$ cat src/rtl/pci_pkg.sv
// Shared PCI definitions for the config target.
// Command codes, sequencer states, abort limit.
package pci_pkg;

  localparam logic [3:0] CMD_CFG_READ  = 4'b1010;
  localparam logic [3:0] CMD_CFG_WRITE = 4'b1011;

  // Idle bus cycles tolerated in a data phase
  localparam int unsigned ABORT_CYCLES = 16;

  typedef enum logic [2:0] {
    S_IDLE,
    S_RD_REQ,
    S_RD_DATA,
    S_WR_DATA,
    S_WR_COMMIT,
    S_TURN
  } state_e;

endpackage

$ cat src/rtl/pci_cfg_target.sv
// PCI type-0 configuration target sequencer.
// Single data phase per access; bursts disconnect.
module pci_cfg_target
  import pci_pkg::*;
(
  input  logic        clk,
  input  logic        rst,
  input  logic        frame_n,
  input  logic        irdy_n,
  input  logic        idsel,
  input  logic [31:0] ad_in,
  input  logic [3:0]  cbe_n,
  output logic [31:0] ad_out,
  output logic        ad_oe,
  output logic        devsel_n,
  output logic        trdy_n,
  output logic        stop_n,
  output logic        ctl_oe,
  output logic        cfg_enable,
  output logic        cfg_iswrite,
  output logic [5:0]  cfg_offset,
  output logic [31:0] cfg_write_val,
  output logic [3:0]  cfg_byte_en,
  input  logic [31:0] cfg_read_val
);

  localparam logic [3:0] ABORT_LAST =
    4'(ABORT_CYCLES - 1);

  state_e      state_q, state_d;
  logic        frame_prev_q;
  logic [3:0]  abort_q, abort_d;
  logic [31:0] ad_out_q, ad_out_d;
  logic        ad_oe_q, ad_oe_d;
  logic        devsel_q, devsel_d;
  logic        trdy_q, trdy_d;
  logic        stop_q, stop_d;
  logic        ctl_oe_q, ctl_oe_d;
  logic        en_q, en_d;
  logic        isw_q, isw_d;
  logic [5:0]  off_q, off_d;
  logic [31:0] wval_q, wval_d;
  logic [3:0]  be_q, be_d;

  logic is_rd;
  logic is_wr;
  logic claim;
  logic master_idle;
  logic abort_hit;

  assign is_rd = (cbe_n == CMD_CFG_READ);
  assign is_wr = (cbe_n == CMD_CFG_WRITE);

  // Only the first FRAME# low cycle is an
  // address phase we may claim.
  assign claim = ~frame_n & frame_prev_q
               & idsel
               & (ad_in[1:0] == 2'b00)
               & (is_rd | is_wr);

  assign master_idle = frame_n & irdy_n;
  assign abort_hit   = master_idle
                     & (abort_q == ABORT_LAST);

  // Next state, abort counting and request capture
  always_comb begin
    state_d = state_q;
    abort_d = '0;
    off_d   = off_q;
    wval_d  = wval_q;
    be_d    = be_q;
    unique case (state_q)
      S_IDLE: begin
        if (claim) begin
          off_d   = ad_in[7:2];
          state_d = is_rd ? S_RD_REQ : S_WR_DATA;
        end
      end
      S_RD_REQ: state_d = S_RD_DATA;
      S_RD_DATA: begin
        if (!irdy_n || abort_hit) begin
          state_d = S_TURN;
        end else if (master_idle) begin
          abort_d = abort_q + 4'd1;
        end
      end
      S_WR_DATA: begin
        if (!irdy_n) begin
          wval_d  = ad_in;
          be_d    = ~cbe_n;
          state_d = S_WR_COMMIT;
        end else if (abort_hit) begin
          state_d = S_TURN;
        end else if (master_idle) begin
          abort_d = abort_q + 4'd1;
        end
      end
      S_WR_COMMIT: state_d = S_TURN;
      S_TURN:      state_d = S_IDLE;
      default:     state_d = S_IDLE;
    endcase
  end

  // Registered outputs for the state being entered
  always_comb begin
    ad_out_d = ad_out_q;
    ad_oe_d  = 1'b0;
    devsel_d = 1'b1;
    trdy_d   = 1'b1;
    stop_d   = 1'b1;
    ctl_oe_d = 1'b0;
    en_d     = 1'b0;
    isw_d    = 1'b0;
    unique case (state_d)
      S_RD_REQ: begin
        devsel_d = 1'b0;
        ctl_oe_d = 1'b1;
        en_d     = 1'b1;
      end
      S_RD_DATA: begin
        if (state_q == S_RD_REQ) begin
          ad_out_d = cfg_read_val;
        end
        ad_oe_d  = 1'b1;
        devsel_d = 1'b0;
        trdy_d   = 1'b0;
        stop_d   = frame_n;
        ctl_oe_d = 1'b1;
      end
      S_WR_DATA: begin
        devsel_d = 1'b0;
        trdy_d   = 1'b0;
        stop_d   = frame_n;
        ctl_oe_d = 1'b1;
      end
      S_WR_COMMIT: begin
        ctl_oe_d = 1'b1;
        en_d     = |be_d;
        isw_d    = 1'b1;
      end
      // Reads drive the controls high once
      // before releasing them.
      S_TURN: ctl_oe_d = (state_q == S_RD_DATA);
      default: ;
    endcase
  end

  // State and output registers
  always_ff @(posedge clk) begin
    if (!rst) begin
      state_q      <= S_IDLE;
      frame_prev_q <= 1'b1;
      abort_q      <= '0;
      ad_out_q     <= '0;
      ad_oe_q      <= 1'b0;
      devsel_q     <= 1'b1;
      trdy_q       <= 1'b1;
      stop_q       <= 1'b1;
      ctl_oe_q     <= 1'b0;
      en_q         <= 1'b0;
      isw_q        <= 1'b0;
      off_q        <= '0;
      wval_q       <= '0;
      be_q         <= '0;
    end else begin
      state_q      <= state_d;
      frame_prev_q <= frame_n;
      abort_q      <= abort_d;
      ad_out_q     <= ad_out_d;
      ad_oe_q      <= ad_oe_d;
      devsel_q     <= devsel_d;
      trdy_q       <= trdy_d;
      stop_q       <= stop_d;
      ctl_oe_q     <= ctl_oe_d;
      en_q         <= en_d;
      isw_q        <= isw_d;
      off_q        <= off_d;
      wval_q       <= wval_d;
      be_q         <= be_d;
    end
  end

  assign ad_out        = ad_out_q;
  assign ad_oe         = ad_oe_q;
  assign devsel_n      = devsel_q;
  assign trdy_n        = trdy_q;
  assign stop_n        = stop_q;
  assign ctl_oe        = ctl_oe_q;
  assign cfg_enable    = en_q;
  assign cfg_iswrite   = isw_q;
  assign cfg_offset    = off_q;
  assign cfg_write_val = wval_q;
  assign cfg_byte_en   = be_q;

endmodule

$ cat config.mk
export PLATFORM = sky130hd
export DESIGN_NAME = pci_cfg_target
export DESIGN_NICKNAME = d
export VERILOG_FILES = /design/src/rtl/pci_pkg.sv /design/src/rtl/pci_cfg_target.sv
export SDC_FILE = /design/constraint.sdc
export NUM_CORES = 1
export LEC_CHECK = 0
export ABC_AREA = 1
export CAP_MARGIN = 20
export CORE_ASPECT_RATIO = 1.4
export CORE_MARGIN = 10
export CORE_UTILIZATION = 41
export DETAILED_ROUTE_END_ITERATION = 16
export PLACE_DENSITY = 0.8
export SYNTH_ARGS = -nofsm -noshare
export SYNTH_HDL_FRONTEND = slang
export SYNTH_SLANG_ARGS = --single-unit
$ cat constraint.sdc
create_clock -name clk -period 1.7 [get_ports clk]
set_clock_uncertainty 0.2 [all_clocks]
set_input_delay 0.34 -clock clk [delete_from_list [all_inputs] [get_ports clk]]
set_output_delay 0.34 -clock clk [all_outputs]
set_load 0.03 [all_outputs]
==> results of run 1 <==
-- cell usage after synthesis, drive strengths merged --
cell and instances:
nor2b 1, ha 1, a211oi 1, nand2 47, buf 10, nor4 1, nor3 3, inv 28
a21oi 5, o21ai 74, nand4 2, nand3 10, nor2 158, nor4b 1, nor3b 1, dfxtp 89
clkbuf 11
-- cell type report --
type,instances,share of cell area
well taps,100,0.0237
clock buffers,13,0.0320
clock inverters,2,0.0114
inverters,28,0.0199
repair buffers,176,0.315
flip-flops and latches,89,0.339
multi-input cells,305,0.260
-- power breakdown --
group	internal [mW]	total [mW]	switching (mW)
Combinational	0.206	0.356	0.150
Clock	0.942	1.62	0.674
Sequential	2.10	2.11	0.00874
Total	3.25	4.08	0.833
-- sequential cells by signal (all words and copies together), names as in the netlist --
name and cells:
abort_q 4, cfg_write_val 32, ad_out 32, state_q 3
stop_n 1, cfg_offset 6, cfg_byte_en 4, ad_oe 1
cfg_iswrite 1, devsel_n 1, trdy_n 1, frame_prev_q 1
ctl_oe 1, cfg_enable 1
-- worst min path at each step --
stage          cells past startpoint            to
6_report                           2  frame_prev_q
5_1_grt                            2  frame_prev_q
4_1_cts                            2  frame_prev_q
3_5_place_dp                       1    abort_q[0]
3_3_place_gp                       1    abort_q[0]
2_1_floorplan                      1    abort_q[0]
-- layer usage --
metal	GRT usage	routed length, µm	vias to the layer above	part of all wire
li1	-	-	1731	-
met3	0.0797	1240	15	0.12
met5	0	0	-	0
met2	0.266	4950	128	0.48
met1	0.183	3970	1522	0.38
met4	0.0775	222	0	0.021
-- worst reg2reg max path: stages, from the launching register on --
cell and delay, ns:
dfxtp_1 0.34, ha_1 0.18, nand2_1 0.08, inv_1 0.09, nand2_2 0.07, nand3_1 0.07
nand2_1 0.10, nor2b_4 0.16, nand2_1 0.07, nand2_1 0.07, nand2_1 0.05
-- through the flow --
step / util / setup WS [ns] / instances
floorplan: - / 0.235 / 443
global placement: 0.647 / -0.336 / 697
detailed placement: 0.647 / -0.380 / 697
CTS: 0.665 / 0.00344 / 713
global route: 0.673 / -0.00970 / 713
finish: 0.673 / 0.0466 / 713
-- what timing repair did --
item | in CTS | in global routing
setup endpoints to repair | 83 | 33
setup buffers | 1 | 0
pin swaps | 1 | 2
hold buffers | 0 | 0
resized for setup | 80 | 41
-- kinds of logic (layout without fill, tap and decap cells) --
kind of cell,count (synthesis),after routing
simple gates,224,224
fa+ha+maj,1,1
flops,89,89
compound gates,80,80
buf+inv,49,219
==> impl_metrics.py, run 1 <==
metrics = {
    "yosys": {
        "synth_top_family_by_area": "simple AND/OR/NAND/NOR gates",
        "syn_area_mm2": 0.00332,
        "synthMuxAreaShare": 0,
        "ys_types": 24,
        "avgSynthCellArea_um2": 7.49,
        "yosysTopAreaCellShare": 0.537,
        "synth_nets": 517,
        "netlist_top_cells_area": "dfxtp_1, nor2_1, o21ai_0, nand2_1, inv_1",
        "yosysTopAreaCell": "dfxtp_1",
        "yosysSeqAreaShare": 0.537,
        "yosys.area_share.simple": 0.275,
        "synth_seq_cells": 89,
        "synth-xor-area-share": 0,
        "synth_compound_area_frac": 0.121,
        "syn_inst": 443,
        "synth_fa_ha_area_frac": 0.00377,
        "ys.warnings.count": 0,
    },
    "worst_setup_path": {
        "critPathCaptureType": "output pin",
        "reg2regPathDepth": 10,
        "path_depth": 1,
        "crit_fanout": 2,
        "crit_arrival_ns": 1.11,
        "critPathSlowestCell": "dlygate4sd2_1",
        "crit_type": "reg2out",
        "r2r_start": "abort_q[1]",
        "crit_path_max_incr_delay_ns": 0.43,
        "startpoint": "cfg_write_val[5]",
        "path_cells": "dlygate4sd2_1",
        "critPathLaunchType": "flop",
        "endpoint": "cfg_write_val[5]",
        "worst-r2r-setup-slack_ns": 0.15,
        "path_delay_family": "buffers and inverters",
        "cp.required_ns": 1.16,
        "crit_buf_inv": 1,
        "r2r-end": "ctl_oe",
    },
    "cells_and_area": {
        "n_antenna_cell": 0,
        "nets": 683,
        "drive_gt1_frac": 0.108,
        "final_common_cell": "nor2_1",
        "design_area_mm2": 0.00528,
        "n_fill_cell": 683,
        "seq_area_mm2": 0.00179,
        "syn_to_final_growth_pct": 59.0,
        "multiInputGateArea_mm2": 0.00137,
        "final_cell_mix": "nor2_1, dfxtp_1, o21ai_0, clkdlybuf4s50_1, dlygate4sd2_1",
    },
    "route": {
        "via_count": 3396,
        "dr.pass1.iters": 4,
        "ant_nets": 0,
        "drt_wl_total_mm": 10.4,
        "drt_iter0_drc": 163,
        "route.detailed.drc": 0,
        "vias_per_cell": 4.76,
        "routedWlPerCell_um": 14.6,
    },
    "place": {
        "gp_congestion": 0.834,
        "placement.io_buffers": 153,
        "dpl_cell_area_mm2": 0.00508,
        "dp_hpwl_mm": 8.09,
    },
    "global_routing": {
        "grt_use_total": 0.168,
        "grt_max_degree": 67,
        "grt_pass1_vias": 3416,
        "grt_pass1_wl_mm": 16.4,
        "antenna_found_initial": 0,
        "grt_remaining_overflow": 0,
    },
    "status": {
        "status": "completed",
    },
    "min_path": {
        "hp-start": "rst",
        "min_path_type": "in2reg",
    },
    "power_and_ir_drop": {
        "p_per_area_mw_per_mm2": 773,
        "power_mw": 4.08,
        "ir_drop_mv": 0.553,
        "leakage_nw": 2.54,
    },
    "floorplan": {
        "ios": 154,
        "core_mm2": 0.00785,
        "die_width_um": 96.0,
        "die_h_um": 126,
        "initial_core_util": 0.423,
        "row_count": 38,
        "die-area_mm2": 0.0121,
    },
    "clock_tree": {
        "clkTransAtPathRegs_ns": 0.08,
        "cts_made_buffers": 9,
        "clk_path_buf_depth": 2,
        "clock-sinks": 89,
        "cts_tree": "yes",
        "cts.htree.levels": 3,
        "clockRootBuffer": "clkbuf_8",
        "clock_latency_ns": 0.35,
    },
    "timing": {
        "setup_viol": 0,
        "period_minus_slack_ns": 1.65,
        "worst_pin_slew_ns": 0.370,
        "fmax_mhz": 605,
        "fin_tns_setup_ns": 0,
        "hold_violations": 0,
        "relSlewSlack": 0.753,
        "hold_slack_ns": 0.0788,
        "fin_crit_sh": 0.973,
        "slew_violations": 0,
    },
    "run": {
        "cap_viol_max_count": 0,
    },
}
Note: power is estimated with default switching activity, not from simulation.
==> inputs of run 2 (changes only) <==
--- a/config.mk
+++ b/config.mk
@@ -10,6 +10,7 @@
 export CORE_ASPECT_RATIO = 1.4
 export CORE_MARGIN = 10
 export CORE_UTILIZATION = 41
+export CTS_CLUSTER_SIZE = 40
 export DETAILED_ROUTE_END_ITERATION = 16
 export PLACE_DENSITY = 0.8
 export SYNTH_ARGS = -nofsm -noshare
==> constraint.sdc (replaced) <==
create_clock -name clk -period 1.6 [get_ports clk]
set_clock_uncertainty 0.2 [all_clocks]
set_input_delay 0.32 -clock clk [delete_from_list [all_inputs] [get_ports clk]]
set_output_delay 0.32 -clock clk [all_outputs]
set_load 0.03 [all_outputs]
==> run 2 against run 1 <==
Against the previous run:
- final area grew 4.1%
- register-to-register slack lost 0.06 ns
- critical path type unchanged
- sequential power grew 6%
- critical endpoint is now ad_out[30]
- global-route usage grew 0.52 points
- largest power group unchanged
==> impl_metrics.py, run 2 (same netlist as run 1, synthesis figures left out) <==
metrics = {
    "cells_and_area": {
        "final_common_cell": "nor2_1",
        "seq_area_mm2": 0.00179,
        "multiInputGateArea_mm2": 0.00141,
        "syn_to_final_growth_pct": 65.5,
        "n_antenna_cell": 0,
        "drive_gt1_frac": 0.251,
        "design_area_mm2": 0.00549,
        "nets": 683,
        "final_cell_mix": "nor2_1, dfxtp_1, clkdlybuf4s50_1",
        "n_fill_cell": 622,
    },
    "clock_tree": {
        "cts.htree.levels": 3,
        "cts_tree": "yes",
        "clock-sinks": 89,
        "cts_setup_buffers": 0,
        "cts_made_buffers": 9,
        "clkTransAtPathRegs_ns": 0.08,
        "cts-hold-fix-buffers": 0,
        "clock_latency_ns": 0.36,
        "clockRootBuffer": "clkbuf_8",
        "clk_path_buf_depth": 2,
    },
    "place": {
        "dpl_cell_area_mm2": 0.00517,
        "gp_congestion": 0.896,
        "dp_hpwl_mm": 8.13,
        "placement.io_buffers": 153,
    },
    "floorplan": {
        "core_mm2": 0.00785,
        "row_count": 38,
        "die_h_um": 126,
        "initial_core_util": 0.423,
        "die_width_um": 96.0,
        "ios": 154,
        "die-area_mm2": 0.0121,
    },
    "run": {
        "cap_viol_max_count": 0,
    },
    "global_routing": {
        "grt_use_total": 0.173,
        "grt_max_degree": 62,
        "grt_remaining_overflow": 0,
        "antenna_found_initial": 0,
        "grt_pass1_vias": 3390,
        "grt_pass1_wl_mm": 16.7,
    },
    "timing": {
        "fmax_mhz": 645,
        "slew_violations": 0,
        "period_minus_slack_ns": 1.55,
        "hold_violations": 0,
        "relSlewSlack": 0.760,
        "fin_tns_setup_ns": 0,
        "setup_viol": 0,
        "rsz0062_at_grt": "true",
        "worst_pin_slew_ns": 0.360,
        "fin_crit_sh": 0.969,
    },
    "worst_setup_path": {
        "critPathCaptureType": "output pin",
        "crit_type": "reg2out",
        "crit_path_max_incr_delay_ns": 0.34,
        "critPathSlowestCell": "dfxtp_1",
        "crit_fanout": 2,
        "cp.required_ns": 1.08,
        "critPathLaunchType": "flop",
        "path_cells": "clkdlybuf4s15_2",
        "path_delay_family": "flip-flops",
        "crit_buf_inv": 1,
        "crit_arrival_ns": 1.03,
    },
    "power_and_ir_drop": {
        "ir_drop_mv": 0.662,
        "p_per_area_mw_per_mm2": 733,
        "leakage_nw": 2.31,
    },
    "route": {
        "route.detailed.drc": 0,
        "via_count": 3438,
        "vias_per_cell": 4.82,
        "drt_wl_total_mm": 10.7,
        "ant_nets": 0,
        "routedWlPerCell_um": 15.0,
        "dr.pass1.iters": 4,
        "drt_iter0_drc": 178,
    },
    "status": {
        "status": "completed",
    },
    "min_path": {
        "min_path_type": "in2reg",
    },
}
-- run 2: cell count changes in the layout (fill, tap and decap cells not counted), sizes merged --
| cell | delta |
|---|---|
| buf | +11 |
| bufinv | -2 |
| clkbuf | +3 |
| clkdlybuf4s15 | +46 |
| clkdlybuf4s50 | -1 |
| clkinv | +3 |
| dlygate4sd2 | -60 |
| dlymetal6s2s | +1 |
-- run 2: report_power, final --
group	internal, mW	switching, mW
clock network	0.643	0.746
logic	0.228	0.166
registers	2.23	0.0103
total	3.10	0.922
-- run 2: cell type report --
class / instances / area share
clock inverter: 3 / 0.00273
multi-input combinational: 305 / 0.256
sequential: 89 / 0.326
inverter: 28 / 0.0196
clock buffer: 13 / 0.0289
timing repair buffer: 176 / 0.343
tap: 100 / 0.0228
-- run 2: worst paths after layout --
check,cells past startpoint,startpoint,slack [ns],endpoint
max reg2reg,6,state_q[2],0.09,ad_out[8]
min,2,rst,0.07,frame_prev_q
min reg2reg,1,abort_q[0],0.26,abort_q[0]
max,1,ad_out[30],0.05,ad_out[30]
-- run 2: stage by stage --
step	total power [mW]	hold WS [ns]	util	worst slack, ns	cells
CTS	4.06	0.0404	0.692	0.00295	714
global placement	2.67	0.241	0.659	-0.381	698
detailed placement	2.68	0.260	0.659	-0.451	698
floorplan	2.42	0.228	-	0.135	443
global route	4.20	0.0502	0.700	-0.0539	714
finish	4.02	0.0724	0.700	0.0503	714
-- run 2: repair_timing --
action	CTS	global route
resized for setup	202	42
pin swaps	1	5
setup endpoints to repair	75	82
-- run 2: per-layer routing --
metal,GRT usage,vias up,share of wire,wire length [µm]
li1,-,1724,-,-
met1,0.188,1561,0.38,4090
met2,0.271,133,0.48,5110
met3,0.0844,20,0.11,1190
met4,0.0862,0,0.027,287
met5,0,-,0,0
==> inputs of run 3 (changes only) <==
--- a/config.mk
+++ b/config.mk
@@ -10,9 +10,10 @@
 export CORE_ASPECT_RATIO = 1.4
 export CORE_MARGIN = 10
 export CORE_UTILIZATION = 41
-export CTS_CLUSTER_SIZE = 40
+export CTS_CLUSTER_SIZE = 28
 export DETAILED_ROUTE_END_ITERATION = 16
 export PLACE_DENSITY = 0.8
 export SYNTH_ARGS = -nofsm -noshare
 export SYNTH_HDL_FRONTEND = slang
 export SYNTH_SLANG_ARGS = --single-unit
+export TNS_END_PERCENT = 30
==> constraint.sdc (replaced) <==
create_clock -name clk -period 1.6 [get_ports clk]
set_clock_uncertainty 0.2 [all_clocks]
set_input_delay 0.32 -clock clk [delete_from_list [all_inputs] [get_ports clk]]
set_output_delay 0.32 -clock clk [all_outputs]
set_load 0.05 [all_outputs]
==> run 3 against run 2 <==
Against the previous run:
- first-iteration DRC count increased by 2.8%
- clock power increased by 3%
- sequential cell count unchanged
- critical path depth increased by 9
- via count increased by 3.3%
- final cell count increased by 0.42%
- critical path type is now in2reg
- setup slack got worse by 0.034 ns
==> impl_metrics.py, run 3 (same netlist as run 1, synthesis figures left out) <==
metrics = {
    "worst_setup_path": {
        "critPathCaptureType": "flop",
        "worst-r2r-setup-slack_ns": 0.05,
        "r2r-end": "cfg_enable",
        "crit_type": "in2reg",
        "crit_arrival_ns": 1.65,
        "cp.required_ns": 1.67,
        "r2r_start": "state_q[2]",
        "crit_fanout": 3,
        "critPathLaunchType": "input pin",
        "reg2regPathDepth": 10,
    },
    "floorplan": {
        "core_mm2": 0.00785,
        "ios": 154,
        "die-area_mm2": 0.0121,
        "row_count": 38,
        "die_h_um": 126,
        "initial_core_util": 0.423,
        "die_width_um": 96.0,
    },
    "clock_tree": {
        "cts_tree": "yes",
        "clockRootBuffer": "clkbuf_8",
        "cts_made_buffers": 9,
        "cts.htree.levels": 3,
        "clkTransAtPathRegs_ns": 0.08,
        "cts-hold-fix-buffers": 0,
        "clock-sinks": 89,
        "clock_latency_ns": 0.36,
        "clk_path_buf_depth": 2,
    },
    "global_routing": {
        "grt_pass1_vias": 3606,
        "grt_max_degree": 66,
        "antenna_found_initial": 0,
        "grt_use_total": 0.185,
        "grt_remaining_overflow": 0,
        "grt_pass1_wl_mm": 17.8,
    },
    "min_path": {
        "min_path_cells": 2,
        "min_path_type": "in2reg",
        "holdPathEnd": "frame_prev_q",
        "hp-start": "rst",
    },
    "power_and_ir_drop": {
        "p_int_mw": 3.17,
        "p_switching_mw": 0.962,
        "power.share.clock": 0.346,
        "p_per_area_mw_per_mm2": 671,
        "p_seq_frac": 0.545,
        "combPwrFrac": 0.109,
        "sw_frac_of_total": 0.233,
        "leakage_nw": 2.63,
        "ir_drop_mv": 0.784,
    },
    "route": {
        "drt_wl_total_mm": 11.5,
        "dr.pass1.iters": 5,
        "via_count": 3551,
        "vias_per_cell": 4.95,
        "drt_iter0_drc": 183,
        "ant_nets": 0,
        "routedWlPerCell_um": 16.1,
        "route.detailed.drc": 0,
    },
    "cells_and_area": {
        "final_util": 0.785,
        "final_cell_mix": "nor2_1, dfxtp_1, buf_12",
        "final_common_cell": "nor2_1",
        "n_antenna_cell": 0,
        "syn_to_final_growth_pct": 85.6,
        "drive_gt1_frac": 0.248,
        "nets": 687,
        "n_fill_cell": 505,
        "fin_cells": 717,
    },
    "timing": {
        "slew_violations": 0,
        "hold_slack_ns": 0.0853,
        "fmax_mhz": 631,
        "rsz0062_at_grt": "true",
        "period_minus_slack_ns": 1.58,
        "worst_pin_slew_ns": 0.356,
        "hold_violations": 0,
        "setup_viol": 0,
        "relSlewSlack": 0.762,
        "fin_crit_sh": 0.990,
    },
    "place": {
        "dp_cells": 699,
        "placement.io_buffers": 153,
        "dp_hpwl_mm": 8.95,
        "gp_congestion": 0.875,
    },
    "run": {
        "cap_viol_max_count": 0,
    },
    "status": {
        "status": "completed",
    },
}
run 3: cell count changes in the layout (fill, tap and decap cells not counted), moves of 2 or more:
| cell | change |
|---|---|
| inv_2 | -4 |
| buf_12 | +70 |
| clkbuf_1 | -2 |
| o21ai_2 | -3 |
| nor2_2 | +3 |
| nand3_2 | +2 |
| clkbuf_2 | -6 |
| o21ai_1 | +3 |
| clkdlybuf4s15_2 | -62 |
| nor2_1 | -2 |
| inv_1 | +5 |
run 3: worst max path at each step:
| stage | start | end | slack, ns | cells after the start |
|---|---|---|---|---|
| floorplan | abort_q[0] | cfg_enable | 0.14 | 11 |
| global placement | cbe_n[1] | cfg_offset[0] | -0.38 | 7 |
| detailed placement | cbe_n[1] | cfg_offset[3] | -0.43 | 7 |
| CTS | state_q[0] | cfg_write_val[1] | 0.001 | 6 |
| global route | cbe_n[1] | cfg_enable | -0.12 | 10 |
| finish | cbe_n[1] | cfg_enable | 0.02 | 10 |
run 3: layout make-up:
type | count | area [µm²] | share of cell area
Clock buffer | 12 | 165 | 0.0268
Multi-Input combinational cell | 305 | 1380 | 0.224
Sequential cell | 89 | 1790 | 0.290
Tap cell | 100 | 125 | 0.0203
Inverter | 28 | 105 | 0.0171
Clock inverter | 3 | 15.0 | 0.00244
Timing Repair Buffer | 180 | 2580 | 0.419
run 3: repair_timing:
item	in CTS	in global routing
gates resized for setup	4	27
setup buffers	0	3
setup endpoints to repair	7	79
endpoints found under the hold margin	0	0
gates cloned	0	0
pin swaps	1	4
run 3: metal layers:
layer | wire, µm | global-route usage | vias to the layer above
met2 | 5870 | 0.320 | 151
li1 | - | - | 1740
met5 | 0 | 0 | -
met3 | 1310 | 0.0850 | 21
met1 | 4070 | 0.181 | 1639
met4 | 299 | 0.0844 | 0
run 3: per-stage QoR:
step | power [mW] | instance area [µm²] | setup TNS, ns | worst slack (ns)
global placement | 2.73 | 5880 | -10.96 | -0.382
detailed placement | 2.74 | 5880 | -12.17 | -0.429
global route | 4.28 | 6160 | -0.599 | -0.123
CTS | 4.16 | 6070 | 0 | 0.00150
finish | 4.13 | 6160 | 0 | 0.0161
floorplan | 2.44 | 3320 | 0 | 0.135
run 3: worst max-delay path, stage by stage:
cell             delay (ns)
clkdlybuf4s50_1        0.48
inv_1                  0.08
nor3_2                 0.27
nand2_1                0.12
nand3_2                0.12
inv_1                  0.06
nand2_1                0.07
nand2_1                0.05
nand2_1                0.05
inv_1                  0.03
run 3: power groups by stage:
stage	Clock [mW]	Combinational [mW]	Sequential, mW
floorplan	0	0.0958	2.35
global placement	0	0.433	2.30
detailed placement	0	0.442	2.30
CTS	1.46	0.445	2.25
global route	1.54	0.484	2.25
finish	1.43	0.452	2.25
